===== src/rtl/mono_ro_seq.sv =====
`default_nettype none
// ============================================================================
//  Module      : mono_ro_seq
//  Description : Readout sequencer for a token-passing monolithic pixel chip.
//                Freezes the chip when its token is up, issues Read pulses,
//                gates ClkOut while the hit word is shifted in MSB first, and
//                hands each word to a valid/ready consumer.
//  Ports       : CLK        - readout clock, all logic on rising edge
//                RST        - asynchronous active-high reset
//                EN         - readout enable (level)
//                TOKOUT     - chip TokOut, asynchronous to CLK
//                DATA_IN    - chip DataOut, sampled while CLK_OUT_EN is high
//                FREEZE     - chip Freeze pad
//                READ       - chip Read pad
//                CLK_OUT_EN - chip ClkOut gate, high only in shift cycles
//                DATA_OUT   - captured hit word
//                DATA_VALID - DATA_OUT holds an unread word
//                DATA_READY - consumer accepts DATA_OUT
//                BUSY       - sequencer is not idle
//                WORD_CNT   - words captured in current frame (saturating)
//  Revision    : 1.0 - initial release
// ============================================================================
module mono_ro_seq #(
    parameter int DATA_BITS    = 27,
    parameter int FREEZE_SETUP = 4,
    parameter int READ_WIDTH   = 2,
    parameter int TOK_SETTLE   = 3
) (
    input  logic                 CLK,
    input  logic                 RST,
    input  logic                 EN,
    input  logic                 TOKOUT,
    input  logic                 DATA_IN,
    output logic                 FREEZE,
    output logic                 READ,
    output logic                 CLK_OUT_EN,
    output logic [DATA_BITS-1:0] DATA_OUT,
    output logic                 DATA_VALID,
    input  logic                 DATA_READY,
    output logic                 BUSY,
    output logic [15:0]          WORD_CNT
);

    localparam logic [2:0] c_S_IDLE     = 3'd0;
    localparam logic [2:0] c_S_FREEZE   = 3'd1;
    localparam logic [2:0] c_S_READ     = 3'd2;
    localparam logic [2:0] c_S_SHIFT    = 3'd3;
    localparam logic [2:0] c_S_LOAD     = 3'd4;
    localparam logic [2:0] c_S_SETTLE   = 3'd5;
    localparam logic [2:0] c_S_UNFREEZE = 3'd6;

    // Terminal counts of the timed phases (counter starts at 0 on entry)
    localparam logic [15:0] c_FREEZE_LAST = 16'(FREEZE_SETUP - 1);
    localparam logic [15:0] c_READ_LAST   = 16'(READ_WIDTH - 1);
    localparam logic [15:0] c_SHIFT_LAST  = 16'(DATA_BITS - 1);
    localparam logic [15:0] c_SETTLE_LAST = 16'(TOK_SETTLE - 1);

    logic                 r_tok_meta;
    logic                 r_tok_s;
    logic [2:0]           r_state;
    logic [2:0]           w_next_state;
    logic [15:0]          r_cnt;
    logic                 w_load;
    logic [DATA_BITS-1:0] r_shift;
    logic                 r_freeze;
    logic                 r_read;
    logic                 r_clk_out_en;
    logic                 r_busy;
    logic [DATA_BITS-1:0] r_data_out;
    logic                 r_data_valid;
    logic [15:0]          r_word_cnt;

    // TokOut is asynchronous; only the second flop is used by the FSM
    always_ff @(posedge CLK or posedge RST) begin
        if (RST) begin
            r_tok_meta <= 1'b0;
            r_tok_s    <= 1'b0;
        end else begin
            r_tok_meta <= TOKOUT;
            r_tok_s    <= r_tok_meta;
        end
    end

    always_ff @(posedge CLK or posedge RST) begin
        if (RST) begin
            r_state <= c_S_IDLE;
        end else begin
            r_state <= w_next_state;
        end
    end

    // Next-state decode. LOAD stalls until the output register is free;
    // a word already in SHIFT always runs to completion so the chip's
    // readout pointer stays consistent.
    always_comb begin
        w_next_state = r_state;
        w_load       = 1'b0;
        case (r_state)
            c_S_IDLE: begin
                if (EN && r_tok_s) begin
                    w_next_state = c_S_FREEZE;
                end
            end
            c_S_FREEZE: begin
                if (r_cnt == c_FREEZE_LAST) begin
                    w_next_state = c_S_READ;
                end
            end
            c_S_READ: begin
                if (r_cnt == c_READ_LAST) begin
                    w_next_state = c_S_SHIFT;
                end
            end
            c_S_SHIFT: begin
                if (r_cnt == c_SHIFT_LAST) begin
                    w_next_state = c_S_LOAD;
                end
            end
            c_S_LOAD: begin
                if (!r_data_valid || DATA_READY) begin
                    w_load       = 1'b1;
                    w_next_state = c_S_SETTLE;
                end
            end
            c_S_SETTLE: begin
                if (r_cnt == c_SETTLE_LAST) begin
                    w_next_state = (r_tok_s && EN) ? c_S_READ : c_S_UNFREEZE;
                end
            end
            c_S_UNFREEZE: begin
                w_next_state = c_S_IDLE;
            end
            default: begin
                w_next_state = c_S_IDLE;
            end
        endcase
    end

    // Phase counter restarts on every state change
    always_ff @(posedge CLK or posedge RST) begin
        if (RST) begin
            r_cnt <= 16'd0;
        end else if (w_next_state != r_state) begin
            r_cnt <= 16'd0;
        end else begin
            r_cnt <= r_cnt + 16'd1;
        end
    end

    // Pad outputs are decoded from the next state so they are clean flop
    // outputs aligned with the state they belong to.
    always_ff @(posedge CLK or posedge RST) begin
        if (RST) begin
            r_freeze     <= 1'b0;
            r_read       <= 1'b0;
            r_clk_out_en <= 1'b0;
            r_busy       <= 1'b0;
        end else begin
            r_freeze     <= (w_next_state == c_S_FREEZE) || (w_next_state == c_S_READ) ||
                            (w_next_state == c_S_SHIFT)  || (w_next_state == c_S_LOAD) ||
                            (w_next_state == c_S_SETTLE);
            r_read       <= (w_next_state == c_S_READ);
            r_clk_out_en <= (w_next_state == c_S_SHIFT);
            r_busy       <= (w_next_state != c_S_IDLE);
        end
    end

    // First sampled bit ends up at the MSB
    always_ff @(posedge CLK or posedge RST) begin
        if (RST) begin
            r_shift <= '0;
        end else if (r_state == c_S_SHIFT) begin
            r_shift <= {r_shift[DATA_BITS-2:0], DATA_IN};
        end
    end

    // Output word register: a load in the same cycle as a transfer keeps
    // DATA_VALID high with the new word.
    always_ff @(posedge CLK or posedge RST) begin
        if (RST) begin
            r_data_out   <= '0;
            r_data_valid <= 1'b0;
        end else if (w_load) begin
            r_data_out   <= r_shift;
            r_data_valid <= 1'b1;
        end else if (r_data_valid && DATA_READY) begin
            r_data_valid <= 1'b0;
        end
    end

    always_ff @(posedge CLK or posedge RST) begin
        if (RST) begin
            r_word_cnt <= 16'd0;
        end else if ((r_state == c_S_IDLE) && (w_next_state == c_S_FREEZE)) begin
            r_word_cnt <= 16'd0;
        end else if (w_load && (r_word_cnt != 16'hFFFF)) begin
            r_word_cnt <= r_word_cnt + 16'd1;
        end
    end

    assign FREEZE     = r_freeze;
    assign READ       = r_read;
    assign CLK_OUT_EN = r_clk_out_en;
    assign DATA_OUT   = r_data_out;
    assign DATA_VALID = r_data_valid;
    assign BUSY       = r_busy;
    assign WORD_CNT   = r_word_cnt;

endmodule
`default_nettype wire


===== config.mk =====
export PLATFORM = sky130hd
export DESIGN_NAME = mono_ro_seq
export DESIGN_NICKNAME = d
export VERILOG_FILES = /design/src/rtl/mono_ro_seq.sv
export SDC_FILE = /design/constraint.sdc
export NUM_CORES = 1
export LEC_CHECK = 0
export BUFFER_PORTS_ARGS = -buffer_cell sky130_fd_sc_hd__buf_2
export CAP_MARGIN = 20
export CORE_MARGIN = 5
export CORE_UTILIZATION = 57
export DETAILED_ROUTE_END_ITERATION = 8
export HOLD_SLACK_MARGIN = 0.08
export PLACE_DENSITY_LB_ADDON = 0.3
export REMOVE_ABC_BUFFERS = 1
export SYNTH_ARGS = -nofsm -noshare
export SYNTH_HDL_FRONTEND = slang
export SYNTH_SLANG_ARGS = --single-unit

===== constraint.sdc =====
create_clock -name CLK -period 4.6 [get_ports CLK]
set_input_delay 1.15 -clock CLK [delete_from_list [all_inputs] [get_ports CLK]]
set_output_delay 1.15 -clock CLK [all_outputs]
set_load 0.05 [all_outputs]

After elaboration in Yosys (flattened, before gate mapping) --
Cells that the tools add are included.
Word-level totals: register bits 96, bits of input ports 6, output and inout port bits 48, logic and storage cells 59
Operators by class: add/subtract/negate cells 2, eq/ne operators 16, multiplexer cells 15, reduce and logical (&&, ||, !) cells 14
Operator list (count):
- $mux 16 | 3
- $add 16x1->16 const B | 2
- $eq 16x2->1 const B | 2
- $mux 3 | 7
- $pmux 3 s6 | 1
- $eq 16x1->1 const B | 1
- $eq 16x5->1 const B | 1
- $ne 16x16->1 const B | 1
- $eq 3x2->1 const B | 4
- $eq 3x3->1 const B | 4
- $eq 3x1->1 const B | 2
- $logic_or 1x1->1 | 5
- $logic_and 1x1->1 | 4
- $mux 1 | 4
- $reduce_bool 2->1 | 2
- $logic_not 3->1 | 1
- $ne 3x3->1 | 1
- $reduce_bool 3->1 | 1
- $logic_not 1->1 | 1

Longest topological paths before layout --
word-level depth 9, depth in mapped cells 8, depth with buffers taken out 7

Worst setup path after synthesis --
No wires, ideal clock.
path kind in2reg, start in DATA_READY, end reg r_freeze (netlist: FREEZE), library setup time 0.134 ns, arrival time 2.305 ns, data required time 4.466 ns, setup slack 2.161 ns, stages on the path 5, buffers on the path 0, cells stage by stage nand2b_1 nor2b_1 a311oi_1 nor4b_2 mux2i_1
Between the ends: word-level cells in the longest chain between the ends 8, elaborated cells on any way between the ends 12, those cells by class eq/ne: 5; mux: 2; reduce/logical: 5
RTL lines:
- start: declaration | line 39 | input logic DATA_READY,
- $logic_or 1x1->1 (*) | line 120 | if (!r_data_valid || DATA_READY) begin
- $mux 3 (*) | line 120
- $pmux 3 s6 (*) | line 98 | case (r_state)
- $eq 3x1->1 / $eq 3x2->1 (equally long branches) | line 159 | r_freeze <= (w_next_state == c_S_FREEZE) || (w_next_state == c_S_READ) ||
- $logic_or 1x1->1 (2 in a row) | line 159
- $logic_or 1x1->1 | line 160 | (w_next_state == c_S_SHIFT) || (w_next_state == c_S_LOAD) ||
- $logic_or 1x1->1 (*) | line 160
- end signal: assignment | line 159
- end: declaration | line 65 | logic r_freeze;
Mark *: on every way between the ends. The rest lies on a longest branch, timed or not. A chain may end at the register's enable or synchronous reset.

Worst setup path in the final report --
start in DATA_READY, end reg r_cnt[6]
Between the ends: word-level cells in the longest chain between the ends 5
RTL lines:
- $logic_or 1x1->1 | line 120
- $mux 3 | line 120
- $pmux 3 s6 | line 98
- $ne 3x3->1 | line 143 | end else if (w_next_state != r_state) begin
- $mux 16 | line 143
- end signal: assignment | line 146 | r_cnt <= r_cnt + 16'd1;
- end: declaration | line 62 | logic [15:0] r_cnt;
Every way passes these cells.

==> impl_metrics.yaml <==
worst_hold_path:
  hold_path.class: "register to register"
  hp-start: "r_tok_meta"
  holdPathEnd: "r_tok_s"
  hold_depth: 0
sta:
  tightest_slew_ns: 0.8003
  final_max_slew_viol_count: 0
  finalCritPeriodShare_pct: 54.17
  finalCriticalPeriod_ns: 2.492
  tns_ns: 0
  fin_skew_ns: 0.01134
  relSlewSlack_pct: 46.20
  holdWs_ns: 0.3737
  clock.fmax_mhz: 401.3
  hold_violations: 0
  setup-violations-final: 0
  rsz0062_at_grt: "false"
clocking:
  cts_tree: "done"
  ctsResizeCount: 0
  clock_sinks: 96
  holdBufCountCts: 0
  cts.clk_slew.worst_paths_ns: 0.10
  cts_setup_buffers: 0
  cts_made_buffers: 9
  htreeDepth: 3
  cts.path.max_buffers: 2
  root_buffer: "clkbuf_8"
  insertion_delay_ns: 0.37
synth:
  avgSynthCellArea_um2: 9.441
  ys_seq_elements: 96
  synthArstFlopShare_pct: 100.0
  yosysSeqAreaShare_pct: 56.42
  ys.warnings.count: 0
  synth_flop_cell: "dfrtp_1"
  synth.distinct_cells: 44
  synthCells: 451
  synth_edf_count: 0
  synth.cell_area_mm2: 0.004258
drt:
  wl_met1_mm: 3.797
  via_per_inst: 5.123
  wire_per_inst_um: 13.89
  first_pass_iters: 4
  top_layer: "met4"
  wl_met2_mm: 4.192
  routed_wl_mm: 8.459
  drc_errors: 0
  ant_nets: 0
  met3_length_um: 344
  drtIter0Drc: 151
  vias: 3120
grt:
  antenna_found_initial: 0
  grt_pass1_wl_mm: 14.37
  grt_pass1_vias: 3055
  grt_overflow: 0
  grt_max_degree: 39
  track_usage_pct: 20.02
placed_design:
  placedInstanceArea_mm2: 0.004622
  dp_hpwl_mm: 5.821
  dp_cells: 592
  gp_congestion: 0.8423
  port_buffers: 53
setup_path:
  cp-end-kind: "register"
  startpoint_type: "input pin"
  crit_type: "input pin to register"
  critPathRequiredTime_ns: 4.88
  r2r_cells: 5
  critPathArrivalTime_ns: 2.77
  reg2reg_to: "r_cnt[6]"
  r2r_setup_slack_ns: 2.17
  crit_chain: "buf_2, nand2b_1, nor2b_2, a311oi_1, o211ai_4, nor2_1"
  worstReg2RegStart: "r_cnt[13]"
  slowest_stage: "a311oi_1"
  cpPeakStageDelay_ns: 0.57
  worstPathMaxFanout: 16
die:
  start_util_pct: 58.70
  fp.dieW_um: 96.43
  io_pins: 54
  die_h_um: 96.43
  dieArea_mm2: 0.009299
  coreArea_mm2: 0.007253
  num_rows: 31
pwr:
  p_switching_uw: 745.0
  irDropWorstVdd_mv: 0.2858
  power.leakage_uw: 0.002582
  combinationalPowerShare_pct: 23.3
  seqPwrFrac_pct: 48.1
  p_per_area_mw_per_mm2: 446.9
  power_frac_clock_pct: 28.6
  intPower_uw: 1428
  swShare_pct: 34.29
  finalPower_uw: 2173
run_status:
  status: "finished, final reports clean"
layout:
  fillers: 583
  antennaDiodeCount: 0
  area_delta_synth_final_pct: 14.19
  fin_area_mm2: 0.004862
  final_nets: 515
  layoutNonFillerInstCount: 609
  final_layout_size_suffix_gt1_share_pct: 20.39
flow_run:
  maxCapViolations: 0
-- layer usage --
metal | up-vias | GRT usage, %
met1 | 1481 | 27.31
li1 | 1567 | -
met5 | - | 0
met2 | 61 | 32.60
met4 | 0 | 7.710
met3 | 11 | 2.866
-- logic make-up after synthesis --
logic type	share of synthesized area (%)
and+or+nand+nor	30.12
DFF	56.42
buffers and inverters	2.439
xor gates and xnor gates	4.937
AOI/OAI and AO/OA	3.467
muxes	1.440
adders and majority gates	1.175
-- synth_stat cells, types with 2 or more instances --
cell | n | area share (%)
nand3_1 | 16 | 1.9
buf_1 | 3 | 0.26
nor2_1 | 28 | 2.5
a21oi_1 | 4 | 0.47
nand4_1 | 6 | 0.88
nor3_1 | 3 | 0.35
buf_2 | 2 | 0.24
nand3b_1 | 3 | 0.53
ha_1 | 4 | 1.2
and3_1 | 3 | 0.44
mux2i_1 | 5 | 1.2
dfrtp_1 | 96 | 56
xor2_1 | 5 | 1.0
nor4_2 | 2 | 0.59
or4_4 | 3 | 0.79
clkbuf_1 | 11 | 0.97
xnor2_1 | 19 | 3.9
a2111oi_0 | 5 | 1.0
nand2b_1 | 5 | 0.73
and2_1 | 3 | 0.44
inv_1 | 8 | 0.71
nand2_1 | 185 | 16
nor2_2 | 10 | 1.5
nor4b_4 | 2 | 1.1
-- stage by stage --
stage               setup WS [ns]  utilization, %
global placement            1.914           63.72
global route                2.007           67.03
finish                      2.108           67.03
floorplan                  0.9446               -
detailed placement          1.727           63.72
CTS                         2.109           66.83
-- power groups by stage --
| stage | registers (µW) | clock network (µW) | logic [µW] |
|---|---|---|---|
| 6_report | 1040 | 621 | 507 |
| 5_1_grt | 1060 | 667 | 560 |
| 4_1_cts | 1040 | 635 | 504 |
| 3_5_place_dp | 1060 | 0 | 502 |
| 3_3_place_gp | 1050 | 0 | 480 |
| 2_1_floorplan | 1120 | 0 | 297 |
-- critical path: cells and delay by family --
family,cells,cell delay [ns]
buf+inv,1,0.09
simple gates,3,0.56
compound gates,2,0.96
-- flip-flops by register name (all words and copies together), names as in the netlist --
signal,count
r_shift,27
BUSY,1
r_state,3
r_tok_meta,1
FREEZE,1
CLK_OUT_EN,1
r_cnt,16
WORD_CNT,16
READ,1
DATA_VALID,1
DATA_OUT,27
r_tok_s,1
-- how the worst max path moves through the flow --
stage | start | to | slack [ns]
global placement | DATA_READY | r_cnt[15] | 1.91
CTS | DATA_READY | r_cnt[6] | 2.11
floorplan | RST | BUSY | 0.94
detailed placement | DATA_READY | r_cnt[6] | 1.73
global route | DATA_READY | r_cnt[6] | 2.01
finish | DATA_READY | r_cnt[6] | 2.11
-- placed cells by master, fill, tap and decap left out, types with 2 or more instances in the layout --
| cell | instances |
|---|---|
| inv_6 | 2 |
| and2_1 | 3 |
| nor4b_4 | 2 |
| nor4_2 | 2 |
| nor3_1 | 3 |
| or4_4 | 3 |
| xor2_1 | 5 |
| buf_4 | 6 |
| nand3_1 | 16 |
| a21oi_1 | 4 |
| bufinv_16 | 2 |
| xnor2_1 | 19 |
| nand2b_1 | 5 |
| buf_2 | 53 |
| ha_1 | 4 |
| inv_1 | 7 |
| clkbuf_8 | 9 |
| dfrtp_1 | 96 |
| nand3b_1 | 3 |
| nand2_1 | 185 |
| nor2_2 | 10 |
| nor2_1 | 28 |
| mux2i_1 | 5 |
| nand4_1 | 6 |
| a2111oi_0 | 5 |
| and3_1 | 3 |
-- cell type report --
cell class	instances	area (µm²)	area share, %
Clock buffer	10	127.6	2.625
Clock inverter	6	97.59	2.007
Inverter	8	31.28	0.6433
Multi-Input combinational cell	330	1754	36.08
Sequential cell	96	2402	49.41
Tap cell	99	123.9	2.548
Timing Repair Buffer	60	325.3	6.691
(Power assumes the default switching activity.)
